**src/rtl/pipeline_ctrl_pkg.sv**
```systemverilog
// Shared types for the pipeline stall/flush controller and the stage-register wrappers.
package pipeline_ctrl_pkg;

    localparam int DEFAULT_COUNT_W = 32;
    localparam int DEFAULT_TIMEOUT = 64;

    typedef enum logic {
        RUN      = 1'b0,
        MEM_WAIT = 1'b1
    } state_t;

    typedef struct packed {
        logic freeze_if;
        logic freeze_id;
        logic freeze_exe;
        logic freeze_mem;
        logic flush_if;
        logic flush_id;
    } stage_ctrl_t;

endpackage

```
**src/rtl/pipeline_stall_controller_sat_counter.sv**
```systemverilog
// Saturating up-counter used for the stall performance counters.
module sat_counter #(
    parameter int WIDTH = 32
) (
    input  logic             clk,
    input  logic             rst,
    input  logic             inc,
    output logic [WIDTH-1:0] count
);

    always_ff @(posedge clk) begin
        // NOTE: sequential state uses non-blocking assignments so every register samples pre-edge values.
        if (rst) begin
            count <= '0;
        end else if (inc && (count != {WIDTH{1'b1}})) begin
            count <= count + 1'b1;
        end
    end

endmodule

```
**src/rtl/pipeline_stall_controller.sv**
```systemverilog
// Stall/flush sequencer for the 5-stage pipeline: hazard bubbles, branch flushes and
// multi-cycle SRAM freezes with timeout, plus saturating stall counters.
module pipeline_stall_controller
    import pipeline_ctrl_pkg::*;
#(
    parameter int COUNT_W = DEFAULT_COUNT_W,
    parameter int TIMEOUT = DEFAULT_TIMEOUT
) (
    input  logic               clk,
    input  logic               rst,
    input  logic               hazard_detected,
    input  logic               branch_taken,
    input  logic               mem_r_en,
    input  logic               mem_w_en,
    input  logic               sram_ready,
    output logic               sram_req,
    output logic               freeze_if,
    output logic               freeze_id,
    output logic               freeze_exe,
    output logic               freeze_mem,
    output logic               flush_if,
    output logic               flush_id,
    output logic [COUNT_W-1:0] hazard_stall_cnt,
    output logic [COUNT_W-1:0] mem_wait_cnt,
    output logic               mem_error
);

    localparam int                WAIT_W    = $clog2(TIMEOUT);
    localparam logic [WAIT_W-1:0] WAIT_LAST = WAIT_W'(TIMEOUT - 1);

    state_t             state;
    logic [WAIT_W-1:0]  wait_cnt;
    logic               error_q;
    logic               mem_acc;
    logic               timeout;
    logic               mem_freeze;
    logic               hazard_stall;
    stage_ctrl_t        ctrl;
    logic [COUNT_W-1:0] hazard_cnt_q;
    logic [COUNT_W-1:0] mem_cnt_q;

    assign mem_acc    = mem_r_en | mem_w_en;
    assign timeout    = (state == MEM_WAIT) && (wait_cnt == WAIT_LAST) && !sram_ready;
    assign mem_freeze = !rst && (((state == RUN) && mem_acc && !sram_ready) ||
                                 ((state == MEM_WAIT) && !sram_ready && !timeout));
    assign hazard_stall = !rst && !mem_freeze && !branch_taken && hazard_detected;
    assign sram_req     = !rst && (((state == RUN) && mem_acc) || (state == MEM_WAIT));

    // Memory freeze defers branch/hazard handling; a branch outranks a hazard because it flushes ID.
    always_comb begin
        // NOTE: default every field first so no path leaves ctrl unassigned (no latch).
        ctrl = '0;
        if (mem_freeze) begin
            ctrl.freeze_if  = 1'b1;
            ctrl.freeze_id  = 1'b1;
            ctrl.freeze_exe = 1'b1;
            ctrl.freeze_mem = 1'b1;
        end else if (!rst && branch_taken) begin
            ctrl.flush_if = 1'b1;
            ctrl.flush_id = 1'b1;
        end else if (hazard_stall) begin
            ctrl.freeze_if = 1'b1;
            ctrl.flush_id  = 1'b1;
        end
    end

    assign freeze_if  = ctrl.freeze_if;
    assign freeze_id  = ctrl.freeze_id;
    assign freeze_exe = ctrl.freeze_exe;
    assign freeze_mem = ctrl.freeze_mem;
    assign flush_if   = ctrl.flush_if;
    assign flush_id   = ctrl.flush_id;

    always_ff @(posedge clk) begin
        if (rst) begin
            state    <= RUN;
            wait_cnt <= '0;
            error_q  <= 1'b0;
        end else begin
            case (state)
                RUN: begin
                    if (mem_acc && !sram_ready) begin
                        state    <= MEM_WAIT;
                        wait_cnt <= '0;
                    end
                end
                MEM_WAIT: begin
                    wait_cnt <= wait_cnt + 1'b1;
                    if (sram_ready) begin
                        state <= RUN;
                    end else if (wait_cnt == WAIT_LAST) begin
                        state   <= RUN;
                        error_q <= 1'b1;
                    end
                end
                default: state <= RUN;
            endcase
        end
    end

    sat_counter #(.WIDTH(COUNT_W)) u_hazard_cnt (
        .clk   (clk),
        .rst   (rst),
        .inc   (hazard_stall),
        .count (hazard_cnt_q)
    );

    sat_counter #(.WIDTH(COUNT_W)) u_mem_cnt (
        .clk   (clk),
        .rst   (rst),
        .inc   (mem_freeze),
        .count (mem_cnt_q)
    );

    assign hazard_stall_cnt = rst ? '0 : hazard_cnt_q;
    assign mem_wait_cnt     = rst ? '0 : mem_cnt_q;
    assign mem_error        = rst ? 1'b0 : error_q;

endmodule

```
**config.mk**
```make
export PLATFORM = sky130hd
export DESIGN_NAME = pipeline_stall_controller
export DESIGN_NICKNAME = d
export VERILOG_FILES = /design/src/rtl/pipeline_ctrl_pkg.sv /design/src/rtl/pipeline_stall_controller_sat_counter.sv /design/src/rtl/pipeline_stall_controller.sv
export SDC_FILE = /design/constraint.sdc
export NUM_CORES = 1
export LEC_CHECK = 0
export ABC_AREA = 1
export BUFFER_PORTS_ARGS = -buffer_cell sky130_fd_sc_hd__buf_2
export CAP_MARGIN = 20
export CELL_PAD_IN_SITES_DETAIL_PLACEMENT = 0
export CELL_PAD_IN_SITES_GLOBAL_PLACEMENT = 1
export CORE_AREA = 4 4 120 122
export CTS_BUF_LIST = sky130_fd_sc_hd__clkbuf_4
export CTS_CLUSTER_DIAMETER = 30
export DETAILED_ROUTE_END_ITERATION = 8
export DIE_AREA = 0 0 124 126
export PLACE_DENSITY = 0.86
export SYNTH_ARGS = -nofsm -noshare
export SYNTH_HDL_FRONTEND = slang
export SYNTH_SLANG_ARGS = --single-unit
```
**constraint.sdc**
```tcl
create_clock -name clk -period 3.41 [get_ports clk]
set_clock_uncertainty 0.05 [all_clocks]
set_input_delay 0.682 -clock clk [delete_from_list [all_inputs] [get_ports clk]]
set_output_delay 0.682 -clock clk [all_outputs]
set_load 0.01 [all_outputs]
```
==> results of run 1 <==
==> sequential cells by signal, summed over array words and instances (netlist names) <==
register	count
u_hazard_cnt.count	32
error_q	1
state	1
wait_cnt	6
u_mem_cnt.count	32
==> cell usage after synthesis <==
library cell  number  share of area [%]
o21a_1             1               0.14
nand2_8            1               0.38
buf_2              3               0.29
a221oi_1           1               0.17
ha_1               3               0.71
nand4_1           10                1.2
nand2_2           15                1.8
nand3_1           67                6.4
nor3_1             3               0.29
inv_2              1              0.071
dfxtp_1           72                 27
nor2_1           188                 13
or2_2              1               0.12
xnor2_1            1               0.17
nand2_4            5                1.1
nand2_1          303                 22
xor2_1            24                4.0
nor2_2             6               0.71
buf_12             1               0.38
o21ai_0            6               0.57
o21bai_4           1               0.36
a21oi_1           42                4.0
o21bai_1           1               0.14
nand3_2            1               0.19
clkinv_2           1              0.095
buf_4              8                1.1
a21oi_4            1               0.31
buf_1              2               0.14
a21oi_2           17                2.8
clkbuf_1          13               0.93
nor2_8             2               0.76
nor2_4             3               0.64
buf_6              4               0.86
inv_1             93                6.6
==> cells by family after synthesis <==
logic type | count (synthesis) | synth area share, %
and+or+nand+nor | 605 | 48.6
buffers and inverters | 126 | 10.5
DFF | 72 | 27.4
AOI/OAI and AO/OA | 70 | 8.53
xor gates and xnor gates | 25 | 4.17
adders and majority gates | 3 | 0.715
==> report_power, final <==
part	internal, mW	leakage [nW]	switching, mW
clock	0.291	0.0847	0.334
combinational	0.0291	1.66	0.0840
sequential	0.847	0.580	0.00803
total	1.17	2.32	0.426
==> worst register-to-register path, cell delays in order (launching register included) <==
cell and delay (ns):
dfxtp_1 0.45, ha_1 0.33, inv_2 0.11, nor2_8 0.17
nand2_4 0.08, nor2_4 0.16, nand2_4 0.16, nand2_4 0.35
nand2_1 0.15, a21oi_2 0.15
==> final timing paths <==
kind / startpoint / to / slack (ns)
setup reg to reg: u_mem_cnt.count[0] / u_mem_cnt.count[26] / 1.20
hold / removal: rst / state / 0.39
setup / recovery: wait_cnt[0] / flush_id / 0.47
hold reg to reg: error_q / error_q / 0.43
==> per-layer routing <==
| metal | vias up | wire (microns) |
|---|---|---|
| met5 | - | 0 |
| met4 | 0 | 157 |
| met3 | 10 | 741 |
| met2 | 117 | 6900 |
| met1 | 2410 | 6670 |
| li1 | 2902 | - |
==> final cells by class <==
cell class                 count  area (sq um)
sequential                    72          1440
clock inverter                 7          86.3
fill                        1487          7330
inverter                      95           358
multi-input combinational    703          3260
timing repair buffer          83           430
clock buffer                   9          67.6
tap                          176           220
==> metrics, run 1 <==
status=completed; CP Depth=7; hold slack=0.394 ns; period utilization=~86%; Post-Route Utilization=44.4%; gr ovfl total=0; count of hold-fix buffers inserted at cts=0; vias in the first global route=5075; clock buffer depth=2; GR Util met1=24.2%; GR peak layer=met2; syn_nets=911; first-pass GRT wire length=24200 microns; FMAX=between 300 and 400 MHz; placer congestion estimate=around 0.88; pre-CTS setup slack=0.642 ns; Yosys reg bits=a little over 70; Post-CTS Setup Bufs=0; slack of the critical path=0.470 ns; CTS root buffer=clkbuf_4; commonest non-fill, non-tap cell in the layout=nand2_1; P_leak=between 2 and 2.5 nW; total design power=1.59 mW; chip height=roughly 130 microns; R2R depth=9; Max VDD drop=0.186 mV; pwr/cell area=272 nW/um^2; CTS buffer count=9; Final Critical Period=2.94 ns; RSZ-0062 raised after global routing=false; Routed WL per cell=12.6 microns; post-route setup TNS=0 ns; Yosys warnings=0; Synth Instances=901; Critical path buffers and inverters=2; Critical Path Sink Type=primary output; type of the tightest min-delay check=primary input to flop; Mapped Area=about 5300 sq um; Clk pin slew, worst setup/hold paths=0.13 ns; Final ANT Viol Nets=0; CTS tree=done; diode count=0; largest net degree at the start of global routing=70; Layout area overhead=11.6%; Slew HR=50.4%; H-tree Lvls=3; Buffers on Ports=78; worst slew pin tran=0.744 ns; gr usage total=19.3%; Slowest cell on crit path=or2_2; Initial Util=39.8%; Arrival @ worst endpoint=2.21 ns; met2 GRT Util=approximately a third; CTS sink cnt=72; Unique masters post-synth=34; total placed cells including tap cells=1129; clk_lat worst skew=0.46 ns; Max Slew Vio Count=0; vias=5439; die area=15600 sq um; commonest cells after routing, fill and taps aside=nand2_1, nor2_1, inv_1; Setup crit start kind=flop; Vias/cell=4.75; DRC=0; share of cells above drive strength 1=15.7%; DRT Pass-1 Iters=5; die span in x=124 microns; crit-path max cell delay=0.37 ns; register area share after synthesis=between 20% and 30%; final hold violations=0; hold depth=2; layout net count=974; final design area excluding fillers=5860 sq um; worst-path cell chain=ha_1, nand3_1, o21bai_4, nand3_2, clkinv_2, or2_2, buf_2; I/O pins=79; met3 GRT Util=4.48%; Post-DP Area=around 5700 sq um; number of core rows=42; initial antenna violation count=0; DR iter-0 viols=between 300 and 400; CTS-repair resized insts=0; Core Area=13200 sq um; drt total wl=between 10000 and 15000 microns; hpwl dp=around 11000 microns; non-filler cells, final=1145; Synth Area per Inst=5.83 sq um; Max Cap Viol=0; Max Fanout on Critical Path=16; final setup violation count=0; Required @ worst endpoint=2.68 ns; Crit Path Class=flop to primary output; crit-path leading delay family=simple AND/OR/NAND/NOR gates
Power figures use the tool's default switching activity.
==> run 2: changes to the inputs <==
--- a/config.mk
+++ b/config.mk
@@ -5,17 +5,17 @@
 export SDC_FILE = /design/constraint.sdc
 export NUM_CORES = 1
 export LEC_CHECK = 0
-export ABC_AREA = 1
+export ABC_AREA = 0
 export BUFFER_PORTS_ARGS = -buffer_cell sky130_fd_sc_hd__buf_2
 export CAP_MARGIN = 20
 export CELL_PAD_IN_SITES_DETAIL_PLACEMENT = 0
 export CELL_PAD_IN_SITES_GLOBAL_PLACEMENT = 1
-export CORE_AREA = 4 4 120 122
+export CORE_AREA = 4 4 105 107
 export CTS_BUF_LIST = sky130_fd_sc_hd__clkbuf_4
 export CTS_CLUSTER_DIAMETER = 30
 export DETAILED_ROUTE_END_ITERATION = 8
-export DIE_AREA = 0 0 124 126
-export PLACE_DENSITY = 0.86
+export DIE_AREA = 0 0 109 111
+export PLACE_DENSITY = 0.83
 export SYNTH_ARGS = -nofsm -noshare
 export SYNTH_HDL_FRONTEND = slang
 export SYNTH_SLANG_ARGS = --single-unit
==> metrics, run 2 <==
status=completed (unchanged); Yosys top cell area share=36.2% (was 27.4%); slack of the critical path=0.487 ns (was 0.470 ns); Yosys reg bits=72 (unchanged); Required @ worst endpoint=2.68 ns (about the same); CTS root buffer=clkbuf_4 (unchanged); diode count=0 (unchanged); first-pass GRT wire length=16700 microns (was 24200 microns); CTS-repair resized insts=0 (unchanged); RSZ-0062 raised after global routing=false (unchanged); GR peak layer=met2 (unchanged); Max Cap Viol=0 (unchanged); XOR/XNOR share of the synthesized area=1.32% (was 4.17%); Synth Instances=492 (was 901); met3 GRT Util=4.14% (was 4.48%); vias in the first global route=3542 (was 5075); Vias/cell=5.26 (was 4.75); hold slack=0.451 ns (was 0.394 ns); Routed WL per cell=14.0 microns (was 12.6 microns); pre-CTS setup slack=0.675 ns (was 0.642 ns); largest area contributor in the synthesized netlist=dfxtp_1 (unchanged); DRT Pass-1 Iters=4 (was 5); Clk pin slew, worst setup/hold paths=0.10 ns (was 0.13 ns); Post-synth top cells=dfxtp_1, nor2_1, nor2b_1, mux2_2, nand2_1 (was nand2_1, nor2_1, inv_1, dfxtp_1, nand3_1); CTS sink cnt=72 (unchanged); Setup crit start kind=flop (unchanged); Max Fanout on Critical Path=17 (was 16); internal power=1.24 mW (was 1.17 mW); Arrival @ worst endpoint=2.19 ns (was 2.21 ns); crit-path max cell delay=0.48 ns (was 0.37 ns); final hold violations=0 (unchanged); Slew HR=58.7% (was 50.4%); number of core rows=37 (was 42); R2R Path Start=wait_cnt[0] (was u_mem_cnt.count[0]); Final ANT Viol Nets=0 (unchanged); I/O pins=79 (unchanged); Synth Flop Type=dfxtp_1 (unchanged); vias=3696 (was 5439); part of the power in the clock network=41.5% (was 39.2%); commonest cells after routing, fill and taps aside=buf_2, dfxtp_1, nor2_1 (was nand2_1, nor2_1, inv_1); CTS tree=done (unchanged); Core Area=10100 sq um (was 13200 sq um); worst-path cell chain=ha_1, and2_1, a2111o_1, inv_1, buf_4, buf_2 (was ha_1, nand3_1, o21bai_4, nand3_2, clkinv_2, or2_2, buf_2); type of the tightest min-delay check=flop to flop (was primary input to flop); die area=12100 sq um (was 15600 sq um); DR iter-0 viols=176 (was 307); syn_nets=502 (was 911); placer congestion estimate=0.866 (was 0.881); HP Start=u_mem_cnt.count[4] (was rst); total design power=1.59 mW (about the same); Post-synth EDFFs=0 (unchanged); count leader, synth=dfxtp_1 (was nand2_1); Critical path buffers and inverters=3 (was 2); Mapped Area=3980 sq um (was 5250 sq um); Logic pwr share=5.1% (was 7.1%); Slowest cell on crit path=a2111o_1 (was or2_2); Critical Path Sink Type=primary output (unchanged); Hold EP=u_mem_cnt.count[4] (was state); main combinational cell family by area after synthesis=simple AND/OR/NAND/NOR gates (unchanged); sequential share of power=53.4% (was 53.7%); Reg area=1440 sq um (unchanged); commonest non-fill, non-tap cell in the layout=buf_2 (was nand2_1); R2R depth=8 (was 9); H-tree Lvls=3 (unchanged); largest net degree at the start of global routing=62 (was 70); hold depth=1 (was 2); Synth Area in Adders=0.943% (was 0.714%); gr usage total=16.7% (was 19.3%); Crit Path Class=flop to primary output (unchanged); worst reg-to-reg setup slack=0.73 ns (was 1.20 ns); Layout area overhead=17.1% (was 11.6%); post-route setup TNS=0 ns (unchanged); fillcell total=1052 (was 1487); Buffers on Ports=78 (unchanged); Max Slew Vio Count=0 (unchanged); Sw Pwr=0.356 mW (was 0.426 mW); layout net count=572 (was 974); count of hold-fix buffers inserted at cts=0 (unchanged); Compound-Gate Fraction of Synth Area=7.58% (was 8.53%); met2 GRT Util=27.7% (was 33.5%); top cells by area, synth=dfxtp_1, mux2_2, nor2b_1 (was dfxtp_1, nand2_1, nor2_1); drt total wl=9830 microns (was 14500 microns); final setup violation count=0 (unchanged); initial antenna violation count=0 (unchanged); Post-CTS Setup Bufs=0 (unchanged); FMAX=342 MHz (was 340 MHz); pwr/cell area=342 nW/um^2 (was 272 nW/um^2); worst slew pin tran=0.613 ns (was 0.744 ns); Final Critical Period=2.92 ns (was 2.94 ns); gr ovfl total=0 (unchanged); GR Util met1=21.4% (was 24.2%); simple-gate share of the synthesized area=38.4% (was 48.6%); clk_lat worst skew=0.41 ns (was 0.46 ns); multi-input logic area=2370 sq um (was 3260 sq um); hpwl dp=7320 microns (was 10900 microns); Yosys warnings=0 (unchanged); DRC=0 (unchanged); share of cells above drive strength 1=25.2% (was 15.7%); multiplexer area fraction after synthesis=11.3% (was 0%); chip height=111 microns (was 126 microns); crit-path leading delay family=buffers and inverters (was simple AND/OR/NAND/NOR gates); register area share after synthesis=36.2% (was 27.4%); Switching Share=22.3% (was 26.8%); Unique masters post-synth=47 (was 34); Synth Area per Inst=8.09 sq um (was 5.83 sq um); period utilization=85.7% (was 86.2%); die span in x=109 microns (was 124 microns); P_leak=1.93 nW (was 2.32 nW); Largest regs=u_hazard_cnt.count (32), u_mem_cnt.count (32), wait_cnt (6) (unchanged); Initial Util=39.3% (was 39.8%); Max VDD drop=0.223 mV (was 0.186 mV); asr flop ratio synth=0% (unchanged); clock buffer depth=2 (unchanged); R2R Path End=u_mem_cnt.count[18] (was u_mem_cnt.count[26]); CTS buffer count=9 (unchanged)
-- run 2: cell types whose count changed in the layout (fill, tap and decap cells not counted), sizes merged, moves of 9 or more --
cell   before  now
xor2       24    4
mux2        0   38
nand3      68   22
nand2     324   32
nor2      199   60
o21ai       6   22
nor2b       0   55
or4         0    9
a21oi      60    8
nor3        3   30
nand4      10   24
and4        0   11
inv        94   15
-- run 2: worst max-delay path by stage --
stage / endpoint / from / cells past startpoint / slack [ns]
global route: freeze_id / wait_cnt[0] / 6 / 0.38
finish: freeze_id / wait_cnt[0] / 6 / 0.49
CTS: freeze_exe / wait_cnt[0] / 6 / 0.45
detailed placement: u_mem_cnt.count[18] / mem_w_en / 8 / 0.67
global placement: u_mem_cnt.count[28] / mem_w_en / 6 / 0.76
floorplan: sram_req / rst / 5 / 0.78
-- run 2: final cells by class --
| cell class | count | share of cell area (%) |
|---|---|---|
| multi-input combinational | 379 | 50.8 |
| sequential | 72 | 30.9 |
| timing repair buffer | 85 | 9.56 |
| tap | 136 | 3.65 |
| clock buffer | 9 | 1.45 |
| inverter | 15 | 1.21 |
| clock inverter | 7 | 2.36 |
-- run 2: cells by family (layout without fill, tap and decap cells) --
kind of cell / Yosys count / in the layout
adder cells (fa/ha/maj): 3 / 3
XOR/XNOR: 6 / 6
multiplexers: 40 / 40
AND/OR/NAND/NOR: 282 / 282
flip-flops: 72 / 72
AO/OA/AOI/OAI: 48 / 48
buffers and inverters: 41 / 116
-- run 2: power groups by stage --
stage	Combinational [mW]	Clock, mW	Sequential (mW)
detailed placement	0.0813	0	0.870
global route	0.0909	0.722	0.853
floorplan	0.0579	0	0.868
finish	0.0809	0.662	0.851
CTS	0.0816	0.688	0.851
global placement	0.0795	0	0.870
-- run 2: metal layers --
layer	wire length [microns]	part of all wire, %
met5	0	0
met3	519	5.3
met2	4720	48
met4	148	1.5
met1	4440	45
-- run 2: per-stage QoR --
| step | utilization [%] | cell area (sq um) | instances |
|---|---|---|---|
| finish | 46.0 | 4660 | 703 |
| global route | 46.0 | 4660 | 703 |
| CTS | 46.0 | 4660 | 703 |
| detailed placement | 44.2 | 4480 | 687 |
| global placement | 44.2 | 4480 | 687 |
| floorplan | - | 3980 | 492 |
==> run 3: changes to the inputs <==
==> constraint.sdc (replaced) <==
create_clock -name clk -period 3.41 [get_ports clk]
set_clock_uncertainty 0.05 [all_clocks]
set_input_delay 0.682 -clock clk [delete_from_list [all_inputs] [get_ports clk]]
set_output_delay 0.682 -clock clk [all_outputs]
set_load 0.05 [all_outputs]
==> metrics, run 3 (same netlist as run 2, synthesis figures left out) <==
RSZ-0062 raised after global routing=false (unchanged); gr ovfl total=0 (unchanged); CTS buffer count=9 (unchanged); worst-path cell chain=ha_1, and2_1, a2111o_1, inv_1, or2_2, buf_2 (was ha_1, and2_1, a2111o_1, inv_1, buf_4, buf_2); vias in the first global route=3431 (was 3542); Max Fanout on Critical Path=8 (was 17); H-tree Lvls=3 (unchanged); Initial Util=39.3% (unchanged); I/O pins=79 (unchanged); period utilization=85.4% (was 85.7%); commonest cells after routing, fill and taps aside=buf_2, dfxtp_1, nor2_1 (unchanged); final hold violations=0 (unchanged); Max Slew Vio Count=0 (unchanged); vias=3665 (was 3696); Buffers on Ports=78 (unchanged); Final ANT Viol Nets=0 (unchanged); first-pass GRT wire length=16300 microns (was 16700 microns); crit-path max cell delay=0.39 ns (was 0.48 ns); CTS root buffer=clkbuf_4 (unchanged); count of hold-fix buffers inserted at cts=0 (unchanged); Routed WL per cell=13.8 microns (was 14.0 microns); post-route setup TNS=0 ns (unchanged); clock buffer depth=2 (unchanged); clk_lat worst skew=0.41 ns (about the same); number of core rows=37 (unchanged); Crit Path Class=flop to primary output (unchanged); largest net degree at the start of global routing=60 (was 62); Max Cap Viol=0 (unchanged); Slew HR=59.9% (was 58.7%); FMAX=344 MHz (was 342 MHz); drt total wl=9680 microns (was 9830 microns); Post-CTS Setup Bufs=0 (unchanged); pwr/cell area=320 nW/um^2 (was 342 nW/um^2); DRT Pass-1 Iters=4 (unchanged); share of cells above drive strength 1=25.4% (was 25.2%); initial antenna violation count=0 (unchanged); diode count=0 (unchanged); Slowest cell on crit path=a2111o_1 (unchanged); CTS-repair resized insts=0 (unchanged); die area=12100 sq um (unchanged); final setup violation count=0 (unchanged); worst slew pin tran=0.595 ns (was 0.613 ns); hpwl dp=7210 microns (was 7320 microns); gr usage total=16.5% (was 16.7%); total design power=1.48 mW (was 1.59 mW); type of the tightest min-delay check=flop to flop (unchanged); die span in x=109 microns (unchanged); Clk pin slew, worst setup/hold paths=0.12 ns (was 0.10 ns); Layout area overhead=16.0% (was 17.1%); layout net count=572 (unchanged); Core Area=10100 sq um (unchanged); status=completed (unchanged); commonest non-fill, non-tap cell in the layout=buf_2 (unchanged); DRC=0 (unchanged); Setup crit start kind=flop (unchanged); Arrival @ worst endpoint=2.18 ns (was 2.19 ns); DR iter-0 viols=147 (was 176); Vias/cell=5.21 (was 5.26); placer congestion estimate=0.823 (was 0.866); P_leak=1.91 nW (was 1.93 nW); Critical Path Sink Type=primary output (unchanged); Max VDD drop=0.179 mV (was 0.223 mV); Required @ worst endpoint=2.68 ns (about the same); CTS tree=done (unchanged); Largest regs=u_hazard_cnt.count (32), u_mem_cnt.count (32), wait_cnt (6) (unchanged); Final Critical Period=2.91 ns (was 2.92 ns); CTS sink cnt=72 (unchanged); chip height=111 microns (unchanged)
-- run 3: metal layers --
layer	global-route usage, %	wire (microns)	vias to the layer above
met2	26.0	4420	87
li1	-	-	1891
met4	5.22	163	0
met5	0	0	-
met1	21.8	4600	1674
met3	4.14	500	13
-- run 3: worst paths after layout --
path	slack, ns	endpoint	depth (start not counted)	startpoint
worst max-delay path	0.50	freeze_if	6	wait_cnt[0]
worst min-delay path	0.44	error_q	2	error_q
worst max register to register	0.73	u_mem_cnt.count[28]	7	wait_cnt[0]
worst min register to register	0.44	error_q	2	error_q
-- run 3: stage by stage --
stage	hold slack, ns	instance area, sq um	setup WS (ns)	instances	util [%]
final	0.441	4620	0.499	703	45.5
after global routing	0.496	4620	0.340	703	45.5
after CTS	0.440	4620	0.454	703	45.5
after detailed placement	0.416	4490	0.611	687	44.3
after global placement	0.414	4490	0.677	687	44.3
after floorplan	0.379	3990	0.332	492	-
-- run 3: where the power goes --
group	leakage [nW]	switching, mW	internal (mW)
logic	1.26	0.0763	0.0273
clock network	0.0757	0.290	0.234
registers	0.580	0.00560	0.845
-- run 3: final cells by class --
class	count	area, sq um
well taps	136	170
repair buffers	85	445
clock inverters	5	47.5
multi-input cells	379	2370
flip-flops and latches	72	1440
clock buffers	11	82.6
inverters	15	56.3
fillers	1023	5520
-- run 3: critical path: cells and delay by family, from the launching register on --
kind	cells	cell delay (ns)
DFF	1	0.35
AOI/OAI and AO/OA	1	0.39
and+or+nand+nor	2	0.34
buffers and inverters	2	0.46
adders and majority gates	1	0.23
